[src/rtl/branch_resolve_unit.sv]
// Decode-stage branch resolution: captures fetched instructions, resolves
// B-type / JAL / JALR once operands are ready, and keeps saturating
// control-flow statistics for the fetch-stage predictor.
module branch_resolve_unit #(
    parameter int PC_SIZE   = 32,
    parameter int CNT_WIDTH = 32
) (
    input  logic                 clk,
    input  logic                 rst,
    input  logic                 instr_valid,
    input  logic [31:0]          instr,
    input  logic [PC_SIZE-1:0]   pc,
    input  logic                 flush,
    input  logic                 hold,
    input  logic [31:0]          rs1_val,
    input  logic [31:0]          rs2_val,
    input  logic                 opnd_rdy,
    output logic                 b_eval,
    output logic                 branch_outcome,
    output logic                 trgt_gen,
    output logic [PC_SIZE-1:0]   alupc,
    output logic                 jr_bpu,
    output logic [PC_SIZE-1:0]   jr_in,
    output logic                 stall_req,
    output logic [CNT_WIDTH-1:0] br_cnt,
    output logic [CNT_WIDTH-1:0] taken_cnt,
    output logic [CNT_WIDTH-1:0] jmp_cnt
);

    localparam logic [6:0] BTYPE_OP = 7'b1100011;
    localparam logic [6:0] JAL_OP   = 7'b1101111;
    localparam logic [6:0] JALR_OP  = 7'b1100111;

    typedef enum logic [1:0] {S_IDLE, S_WAIT, S_DONE} state_t;
    typedef enum logic [1:0] {C_NONE, C_BR, C_JAL, C_JALR} cls_t;

    state_t state, next_state;
    cls_t   cls;

    logic               dec_valid;
    logic [31:0]        dec_instr;
    logic [PC_SIZE-1:0] dec_pc;

    logic signed [12:0] b_imm;
    logic signed [20:0] j_imm;
    logic signed [11:0] i_imm;
    logic               resolve;
    logic               br_taken;

    // Decode register: captures fetch unless downstream holds or we are stalling on operands
    always_ff @(posedge clk or posedge rst) begin
        if (rst) begin
            dec_valid <= 1'b0;
            dec_instr <= '0;
            dec_pc    <= '0;
        end else if (!hold && !stall_req) begin
            dec_valid <= instr_valid & ~flush;
            dec_instr <= instr;
            dec_pc    <= pc;
        end
    end

    // Classify the instruction sitting in decode
    always_comb begin
        cls = C_NONE;
        if (dec_valid) begin
            case (dec_instr[6:0])
                BTYPE_OP: cls = C_BR;
                JAL_OP:   cls = C_JAL;
                JALR_OP:  cls = C_JALR;
                default:  cls = C_NONE;
            endcase
        end
    end

    assign b_imm = {dec_instr[31], dec_instr[7], dec_instr[30:25], dec_instr[11:8], 1'b0};
    assign j_imm = {dec_instr[31], dec_instr[19:12], dec_instr[20], dec_instr[30:21], 1'b0};
    assign i_imm = dec_instr[31:20];

    // Target adders; forced to zero when no matching instruction is in decode
    always_comb begin
        alupc = '0;
        jr_in = '0;
        if (cls == C_BR)
            alupc = dec_pc + PC_SIZE'(b_imm);
        else if (cls == C_JAL)
            alupc = dec_pc + PC_SIZE'(j_imm);
        if (cls == C_JALR)
            jr_in = (PC_SIZE'(rs1_val) + PC_SIZE'(i_imm)) & ~PC_SIZE'(1);
    end

    // Branch comparison selected by funct3; reserved encodings never take
    always_comb begin
        br_taken = 1'b0;
        case (dec_instr[14:12])
            3'b000:  br_taken = (rs1_val == rs2_val);
            3'b001:  br_taken = (rs1_val != rs2_val);
            3'b100:  br_taken = ($signed(rs1_val) <  $signed(rs2_val));
            3'b101:  br_taken = ($signed(rs1_val) >= $signed(rs2_val));
            3'b110:  br_taken = (rs1_val <  rs2_val);
            3'b111:  br_taken = (rs1_val >= rs2_val);
            default: br_taken = 1'b0;
        endcase
    end

    // State register for the resolution FSM
    always_ff @(posedge clk or posedge rst) begin
        if (rst)
            state <= S_IDLE;
        else
            state <= next_state;
    end

    // Resolution strobes, stall request and next state; DONE blocks re-pulsing while held
    always_comb begin
        next_state     = state;
        b_eval         = 1'b0;
        branch_outcome = 1'b0;
        trgt_gen       = 1'b0;
        jr_bpu         = 1'b0;
        stall_req      = 1'b0;
        resolve        = (cls != C_NONE) && (state != S_DONE) && ((cls == C_JAL) || opnd_rdy);

        if (resolve) begin
            case (cls)
                C_BR: begin
                    b_eval         = 1'b1;
                    branch_outcome = br_taken;
                end
                C_JAL:   trgt_gen = 1'b1;
                C_JALR:  jr_bpu   = 1'b1;
                default: ;
            endcase
        end

        stall_req = ((cls == C_BR) || (cls == C_JALR)) && (state != S_DONE) && !opnd_rdy;

        case (state)
            S_DONE: begin
                if (!hold)
                    next_state = S_IDLE;
            end
            default: begin
                if (resolve)
                    next_state = hold ? S_DONE : S_IDLE;
                else if (stall_req)
                    next_state = S_WAIT;
                else
                    next_state = S_IDLE;
            end
        endcase
    end

    // Saturating statistics counters, updated on the edge ending a strobe cycle
    always_ff @(posedge clk or posedge rst) begin
        if (rst) begin
            br_cnt    <= '0;
            taken_cnt <= '0;
            jmp_cnt   <= '0;
        end else begin
            if (b_eval && (br_cnt != '1))
                br_cnt <= br_cnt + CNT_WIDTH'(1);
            if (b_eval && branch_outcome && (taken_cnt != '1))
                taken_cnt <= taken_cnt + CNT_WIDTH'(1);
            if ((trgt_gen || jr_bpu) && (jmp_cnt != '1))
                jmp_cnt <= jmp_cnt + CNT_WIDTH'(1);
        end
    end

endmodule

[config.mk]
export PLATFORM = sky130hd
export DESIGN_NAME = branch_resolve_unit
export DESIGN_NICKNAME = d
export VERILOG_FILES = /design/src/rtl/branch_resolve_unit.sv
export SDC_FILE = /design/constraint.sdc
export NUM_CORES = 1
export LEC_CHECK = 0
export BUFFER_PORTS_ARGS = -buffer_cell sky130_fd_sc_hd__buf_2
export CORE_MARGIN = 1.5
export CORE_UTILIZATION = 36
export DETAILED_ROUTE_END_ITERATION = 16
export GPL_TIMING_DRIVEN = 0
export SYNTH_ARGS = -nofsm -noshare
export SYNTH_HDL_FRONTEND = slang
export SYNTH_SLANG_ARGS = --single-unit
[constraint.sdc]
create_clock -name clk -period 10.9 [get_ports clk]
set_input_delay 0.545 -clock clk [delete_from_list [all_inputs] [get_ports clk]]
set_output_delay 0.545 -clock clk [all_outputs]
set_load 0.02 [all_outputs]
==> results.json, run 1 <==
{
  "cp_data_arrival_time_ps": 4940,
  "syn_nets": 1569,
  "antenna_found_initial": 15,
  "grt_pass1_vias": 10536,
  "first_pass_iters": 7,
  "pre_cts_slack_ps": 5990,
  "finalWirelength_um": 35900,
  "grt_pass1_wl_um": 55400,
  "die_x_um": 186,
  "tightest_slew_ps": 973,
  "placed_cells": 2064,
  "min_period_ps": 5490,
  "cts_tree": "done",
  "syn_area_per_cell_sq_um": 9.11,
  "p_per_area_nw_per_um2": 126,
  "syn_area_sq_um": 12100,
  "drc": 0,
  "cp_slowest_cell": "a2111oi_0",
  "rsz0062_at_grt": "no",
  "critical_path.startpoint_type": "flop",
  "synth-seq-area-share_pct": 33.8,
  "clock_sinks": 163,
  "pin_count": 299,
  "yosys_warnings": 0,
  "num_rows": 66,
  "timing.rr.start": "taken_cnt[6]",
  "drt_iter0_markers": 548,
  "cts_resized": 0,
  "drive_gt1_share_pct": 25.5,
  "r2r_slack_ps": 7600,
  "ys_ff_latch": 163,
  "fillers": 3311,
  "cellLeakagePower_uw": 0.00741,
  "area_growth_pct": 22.6,
  "ctsHoldBuffers": 0,
  "dpl.hpwl_um": 28300,
  "port_buffers": 297,
  "grt_max_degree": 84,
  "endpoint": "alupc[25]",
  "yosys.area.top_type_share_pct": 33.8,
  "cts_root_buf": "clkbuf_16",
  "synth-edff-count": 0,
  "h-tree-depth": 4,
  "max_slew_margin_pct": 33.5,
  "routed_via_density": 5.23,
  "drv_slew": 0,
  "synth_cells": 1324,
  "finish.net_count": 1886,
  "start_util_pct": 36.8,
  "fin_cells": 2105,
  "required_ps": 10360,
  "status": "finished clean",
  "wl_per_cell_um": 17.0,
  "overflow": 0,
  "worst_slack_ps": 5410,
  "synth_common_cells": "dfrtp_1 (163), nor2_1 (117), ha_1 (108)",
  "crit_chain": "ha_1, fa_1, a21o_1, a21o_1, a2111oi_0, o21ai_0, a31o_2, a2111oi_0, or3_1, mux2i_1, nand2_1, o221ai_1, buf_2",
  "synth-main-ff-cell": "dfrtp_1",
  "synth_area_leader_cell": "dfrtp_1",
  "ys_types": 73,
  "die_area_sq_um": 34600,
  "hold_class": "in2async",
  "crit_path_end_kind": "output pin",
  "post_cts_buffers": 0,
  "gp_congestion": 0.865,
  "setup_violations": 0,
  "worstSetupPathType": "reg2out",
  "async_flop_share_pct": 100,
  "ir_worst_vdd_mv": 0.105,
  "crit_start": "dec_instr[21]",
  "drtAntennaViolNets": 0,
  "synth.area.top_cells": "dfrtp_1 (34%), ha_1 (11%), mux2_2 (6.2%)",
  "cp_max_fo": 5,
  "worstSkewPairLatency_ps": 430,
  "clkTransAtPathRegs_ps": 70,
  "core_area_sq_um": 32800,
  "yosysMostFrequentCell": "dfrtp_1",
  "num_vias": 11017,
  "setup_tns_ps": 0,
  "timing.rr.end": "taken_cnt[1]",
  "fmaxAchievable_mhz": 182,
  "grtUsageTotal_pct": 20.6,
  "numCtsBuffers": 17,
  "maxCapViolCount": 0,
  "slowest_delay_ps": 850,
  "finalCritPeriodShare_pct": 50.4,
  "cts_buffer_depth": 2,
  "utilization_pct": 45.1,
  "r2r_cells": 10,
  "finalHoldViolations": 0,
  "finClkSkew_ps": 8.19,
  "power_uw": 1860,
  "dieHeight_um": 186
}
how the worst min path moves through the flow:
stage,start,endpoint,slack [ps]
after floorplan,dec_pc[0],dec_pc[0],470
after global placement,taken_cnt[11],taken_cnt[11],470
after detailed placement,jmp_cnt[24],jmp_cnt[24],470
after CTS,rst,br_cnt[5],210
after global routing,rst,jmp_cnt[8],240
final,rst,jmp_cnt[8],200
worst max-delay path: cells and delay by family (launching register included):
kind | cells | cell delay (ps)
DFF | 1 | 460
and+or+nand+nor | 2 | 310
buffers and inverters | 1 | 210
muxes | 1 | 180
AOI/OAI and AO/OA | 7 | 2640
adders and majority gates | 2 | 690
layout by cell type (no fill, tap or decap), drive strengths merged, types with 65 or more instances in the layout:
cell type  count
xor2          65
inv           76
nor2         117
a21oi         86
buf          300
mux2          67
nand2         91
dfrtp        163
xnor2         76
ha           108
final cells by class:
type                            instances  area [sq um]  share of cell area, %
Tap cell                              442           553                   3.74
Clock buffer                           18           429                   2.90
Multi-Input combinational cell       1054          7560                   51.2
Timing Repair Buffer                  298          1510                   10.2
Clock inverter                         14           196                   1.33
Antenna cell                            9          22.5                  0.152
Sequential cell                       163          4080                   27.6
Buffer                                 37           150                   1.02
Inverter                               70           270                   1.83
sequential cells by signal, summed over array words and instances (netlist names):
name / count
br_cnt: 32
dec_valid: 1
dec_pc: 32
taken_cnt: 32
jmp_cnt: 32
dec_instr: 32
state: 2
logic make-up after synthesis:
| kind of cell | after synthesis | synth area share, % |
|---|---|---|
| AOI/OAI and AO/OA | 299 | 16.4 |
| xor gates and xnor gates | 141 | 10.2 |
| adders and majority gates | 111 | 11.7 |
| buffers and inverters | 107 | 3.42 |
| DFF | 163 | 33.8 |
| muxes | 69 | 6.42 |
| other | 1 | 0.0311 |
| and+or+nand+nor | 433 | 17.9 |
metrics by stage:
step	cell area, sq um	hold WS, ps
final	14800	199
after global routing	14800	236
after detailed placement	14100	472
after CTS	14800	213
after floorplan	12100	471
after global placement	14100	471
where the power goes:
part / total (uW) / switching [uW] / internal [uW]
registers: 660 / 29.3 / 631
clock network: 649 / 279 / 370
logic: 546 / 314 / 232
total: 1860 / 622 / 1230
routing by layer:
layer | vias up | global-route usage, % | routed length [um]
li1 | 5444 | - | -
met1 | 5229 | 25.6 | 15700
met2 | 279 | 34.8 | 17000
met3 | 55 | 4.89 | 2080
met4 | 10 | 7.29 | 1020
met5 | - | 0 | 64
Note: power is estimated with default switching activity, not from simulation.
==> run 2, diff against run 1 <==
==> constraint.sdc (replaced) <==
create_clock -name clk -period 5.7 [get_ports clk]
set_input_delay 0.285 -clock clk [delete_from_list [all_inputs] [get_ports clk]]
set_output_delay 0.285 -clock clk [all_outputs]
set_load 0.02 [all_outputs]
==> run 2 against run 1 <==
  * Worst hold slack got worse by 130 ps
  * Largest power group unchanged
  * Flip-flop and latch count stayed put
  * Clock-buffer cell count did not move
  * Via count about the same
  * Total power rose by 91%
  * Non-clock buffer count grew 1
  * Core utilization about the same
==> results.json, run 2 (synthesized netlist as in run 1, its figures left out) <==
{
  "critical_path.startpoint_type": "flop",
  "grt_pass1_vias": 10548,
  "numCtsBuffers": 17,
  "start_util_pct": 36.8,
  "setup_violations": 0,
  "antenna_found_initial": 15,
  "seq_area_sq_um": 4080,
  "ir_worst_vdd_mv": 0.201,
  "crit_chain": "ha_1, fa_1, a21o_1, a21o_1, a2111oi_0, o21ai_0, a31o_2, a2111oi_0, or3_1, mux2i_1, nand2_1, o221ai_1, buf_2",
  "cts_root_buf": "clkbuf_16",
  "grtUsageTotal_pct": 20.6,
  "grt_max_degree": 84,
  "finish.instance_area_sq_um": 14800,
  "internal-power_uw": 2360,
  "cp_max_fo": 5,
  "slowest_delay_ps": 810,
  "maxCapViolCount": 0,
  "port_buffers": 297,
  "busiest_layer": "met2",
  "finalWirelength_um": 35900,
  "drt_iter0_markers": 599,
  "clkTransAtPathRegs_ps": 70,
  "cp_slowest_cell": "a2111oi_0",
  "cp_top_family": "compound AO/OA/AOI/OAI gates",
  "wl_per_cell_um": 17.0,
  "min_period_ps": 5180,
  "crit_buf_inv": 1,
  "crit_path_end_kind": "output pin",
  "num_vias": 11024,
  "worstSkewPairLatency_ps": 430,
  "cp_data_arrival_time_ps": 4890,
  "power_frac_seq_pct": 35.6,
  "hold_class": "in2reg",
  "sw_frac_of_total_pct": 33.5,
  "clock_sinks": 163,
  "worstSetupPathType": "reg2out",
  "drive_gt1_share_pct": 25.5,
  "num_rows": 66,
  "core_area_sq_um": 32800,
  "finClkSkew_ps": 9.40,
  "multiInputGateArea_sq_um": 7560,
  "post_cts_buffers": 0,
  "grt_pass1_wl_um": 55400,
  "drtAntennaViolNets": 0,
  "fmaxAchievable_mhz": 193,
  "postPlaceCellArea_sq_um": 14100,
  "drv_slew": 0,
  "finish.net_count": 1887,
  "switchingPower_uw": 1190,
  "drc": 0,
  "power_uw": 3550,
  "final_cell_mix": "buf_2 (297), dfrtp_1 (162), nor2_1 (117)",
  "rsz0062_at_grt": "no",
  "utilization_pct": 45.1,
  "grt_util_met2_pct": 34.8,
  "tightest_slew_ps": 913,
  "status": "finished clean",
  "pwr-share-clk_pct": 35.0,
  "h-tree-depth": 4,
  "finalCritPeriodShare_pct": 90.8,
  "die_x_um": 186,
  "grt_util_met3_pct": 4.89,
  "final_common_cell": "buf_2",
  "max_slew_margin_pct": 37.5,
  "pin_count": 299,
  "required_ps": 5410,
  "first_pass_iters": 5,
  "dpl.hpwl_um": 28300,
  "die_area_sq_um": 34600,
  "finalHoldViolations": 0,
  "cts_tree": "done",
  "cellLeakagePower_uw": 0.00741,
  "cts_buffer_depth": 2,
  "dieHeight_um": 186,
  "routed_via_density": 5.23,
  "area_growth_pct": 22.7,
  "overflow": 0,
  "fillers": 3310,
  "grtUsageMet1_pct": 25.6,
  "gp_congestion": 0.865,
  "p_per_area_nw_per_um2": 240,
  "combPwrFrac_pct": 29.4
}
## run 2: cell count changes in the layout (fill, tap and decap cells not counted), sizes merged
cell	previous run	this run
dlygate4sd3	0	1
## run 2: cell type report
type / count / share of cell area, %
inverters: 70 / 1.83
flip-flops and latches: 163 / 27.6
clock buffers: 18 / 2.90
clock inverters: 14 / 1.33
repair buffers: 299 / 10.3
plain buffers: 37 / 1.02
well taps: 442 / 3.74
diodes: 9 / 0.152
multi-input cells: 1054 / 51.1
## run 2: timing repair
action	in CTS	in global routing
gates resized for setup	0	0
endpoints found under the hold margin	82	0
hold buffers	1	0
## run 2: worst paths after layout
check	start	to	slack, ps	depth (start not counted)
setup / recovery	dec_instr[21]	alupc[25]	520	13
hold / removal	hold	state[1]	70	2
setup reg to reg	taken_cnt[6]	taken_cnt[1]	2400	10
hold reg to reg	jmp_cnt[24]	jmp_cnt[24]	490	1
max in group asynchronous	rst	dec_instr[31]	4360	4
min in group asynchronous	rst	jmp_cnt[8]	500	3
## run 2: power groups by stage
stage / Sequential, uW / Clock (uW) / Combinational, uW
finish: 1260 / 1240 / 1040
global route: 1270 / 1330 / 1160
CTS: 1260 / 1280 / 1040
detailed placement: 1280 / 0 / 1030
global placement: 1280 / 0 / 1020
floorplan: 1270 / 0 / 772
## run 2: per-stage QoR
| stage | setup slack, ps | TNS [ps] | hold WS [ps] | std cells |
|---|---|---|---|---|
| after global placement | -1020 | -163800 | 471 | 2063 |
| after floorplan | 1010 | 0 | 366 | 1324 |
| final | 523 | 0 | 73.0 | 2106 |
| after detailed placement | 1050 | 0 | 421 | 2064 |
| after CTS | 540 | 0 | 53.4 | 2097 |
| after global routing | 135 | 0 | 59.2 | 2105 |
## run 2: per-layer routing
metal	up-vias	part of all wire, %
li1	5446	-
met1	5232	44
met2	280	47
met3	56	5.7
met4	10	2.9
met5	-	0.18
==> run 3, diff against run 2 <==
--- a/config.mk
+++ b/config.mk
@@ -10,6 +10,7 @@
 export CORE_UTILIZATION = 36
 export DETAILED_ROUTE_END_ITERATION = 16
 export GPL_TIMING_DRIVEN = 0
+export REMOVE_ABC_BUFFERS = 1
 export SYNTH_ARGS = -nofsm -noshare
 export SYNTH_HDL_FRONTEND = slang
 export SYNTH_SLANG_ARGS = --single-unit
==> run 3 against run 2 <==
  * Global-route usage shrank 0.80 points
  * Cell count fell by 1.5%
  * Total power fell by 2.6%
  * Non-clock buffer count down 33
  * Routed wire length shrank 4.4%
  * Worst setup slack gained 46 ps
==> results.json, run 3 (synthesized netlist as in run 1, its figures left out) <==
{
  "clock_sinks": 163,
  "finalHoldViolations": 0,
  "die_area_sq_um": 34600,
  "start_util_pct": 36.8,
  "core_area_sq_um": 32800,
  "whs_ps": 73.4,
  "tightest_slew_ps": 1120,
  "grtUsageTotal_pct": 19.8,
  "die_x_um": 186,
  "first_pass_iters": 7,
  "switchingPower_uw": 1170,
  "required_ps": 5410,
  "drive_gt1_share_pct": 26.3,
  "cts_root_buf": "clkbuf_16",
  "final_common_cell": "buf_2",
  "fmaxAchievable_mhz": 195,
  "clkTransAtPathRegs_ps": 80,
  "status": "finished clean",
  "dpl.hpwl_um": 26700,
  "drv_slew": 0,
  "drc": 0,
  "cts_tree": "done",
  "grt_pass1_vias": 10471,
  "overflow": 0,
  "num_rows": 66,
  "antenna_found_initial": 13,
  "critical_path.startpoint_type": "flop",
  "wl_per_cell_um": 16.5,
  "drtAntennaViolNets": 0,
  "combPwrFrac_pct": 30.1,
  "pwr-share-clk_pct": 33.5,
  "pin_count": 299,
  "drt_iter0_markers": 592,
  "hold_class": "in2reg",
  "worstSetupPathType": "reg2out",
  "grt_max_degree": 110,
  "maxCapViolCount": 0,
  "numCtsBuffers": 17,
  "cp_max_fo": 5,
  "cellLeakagePower_uw": 0.00737,
  "fillers": 3293,
  "worstSkewPairLatency_ps": 440,
  "port_buffers": 297,
  "max_slew_margin_pct": 24.9,
  "finalCritPeriodShare_pct": 90.0,
  "gp_congestion": 0.858,
  "cp_data_arrival_time_ps": 4850,
  "cts_resized": 0,
  "utilization_pct": 44.8,
  "rsz0062_at_grt": "no",
  "grt_pass1_wl_um": 54100,
  "power_frac_seq_pct": 36.5,
  "num_vias": 10910,
  "h-tree-depth": 4,
  "finalWirelength_um": 34300,
  "min_period_ps": 5130,
  "cts_buffer_depth": 2,
  "internal-power_uw": 2280,
  "setup_tns_ps": 0,
  "final_cell_mix": "buf_2 (297), dfrtp_1 (162), nor2_1 (116)",
  "p_per_area_nw_per_um2": 235,
  "finClkSkew_ps": 19.1,
  "dieHeight_um": 186,
  "crit_path_end_kind": "output pin",
  "setup_violations": 0,
  "finish.net_count": 1854,
  "ir_worst_vdd_mv": 0.189,
  "routed_via_density": 5.26,
  "sw_frac_of_total_pct": 33.9,
  "area_growth_pct": 21.8
}
==> run 3: power by group through the flow <==
stage / clock, uW / sequential (uW) / combinational (uW)
after global placement: 0 / 1280 / 1010
after floorplan: 0 / 1270 / 771
final: 1160 / 1260 / 1040
after detailed placement: 0 / 1280 / 1020
after CTS: 1190 / 1260 / 1030
after global routing: 1230 / 1270 / 1170
==> run 3: area by class of cell <==
cell class | instances | area, sq um | share of cell area [%]
antenna | 10 | 25.0 | 0.170
inverter | 70 | 270 | 1.84
tap | 442 | 553 | 3.77
timing repair buffer | 303 | 1590 | 10.8
sequential | 163 | 4080 | 27.8
clock inverter | 12 | 139 | 0.946
multi-input combinational | 1054 | 7580 | 51.6
clock buffer | 20 | 447 | 3.04
==> run 3: critical path, cell delays in order (launching register included) <==
cell and delay, ps:
dfrtp_1 430, ha_1 260, fa_1 430, a21o_1 180, a21o_1 240, a2111oi_0 630
o21ai_0 330, a31o_2 370, a2111oi_0 730, or3_1 230, mux2i_1 180, nand2_1 70
o221ai_1 100, buf_2 220
==> run 3: layer usage <==
layer	routed length, um	vias up	GRT usage [%]
li1	-	5367	-
met1	15500	5193	25.6
met2	15800	295	32.1
met3	2320	47	5.71
met4	669	8	5.58
met5	45	-	0
==> run 3: through the flow <==
stage,instance area [sq um],instances,worst slack (ps),total power (uW)
after floorplan,11900,1287,1010,2040
after global routing,14700,2070,248,3670
after CTS,14600,2064,616,3480
after detailed placement,14100,2031,1160,2310
after global placement,13900,2026,-1020,2290
final,14700,2074,569,3450
==> run 3: repair_timing <==
item,CTS,global route
endpoints found under the hold margin,54,0
setup buffers,0,0
hold buffers,1,0
==> run 3: worst paths after layout <==
path	to	cells after the start	slack [ps]	from
min in group asynchronous	jmp_cnt[16]	3	420	rst
worst max-delay path	alupc[25]	13	570	dec_instr[21]
worst min-delay path	dec_instr[20]	2	70	instr[20]
worst max register to register	br_cnt[13]	10	2380	dec_instr[1]
max in group asynchronous	dec_instr[31]	4	4390	rst
worst min register to register	jmp_cnt[19]	1	480	jmp_cnt[19]
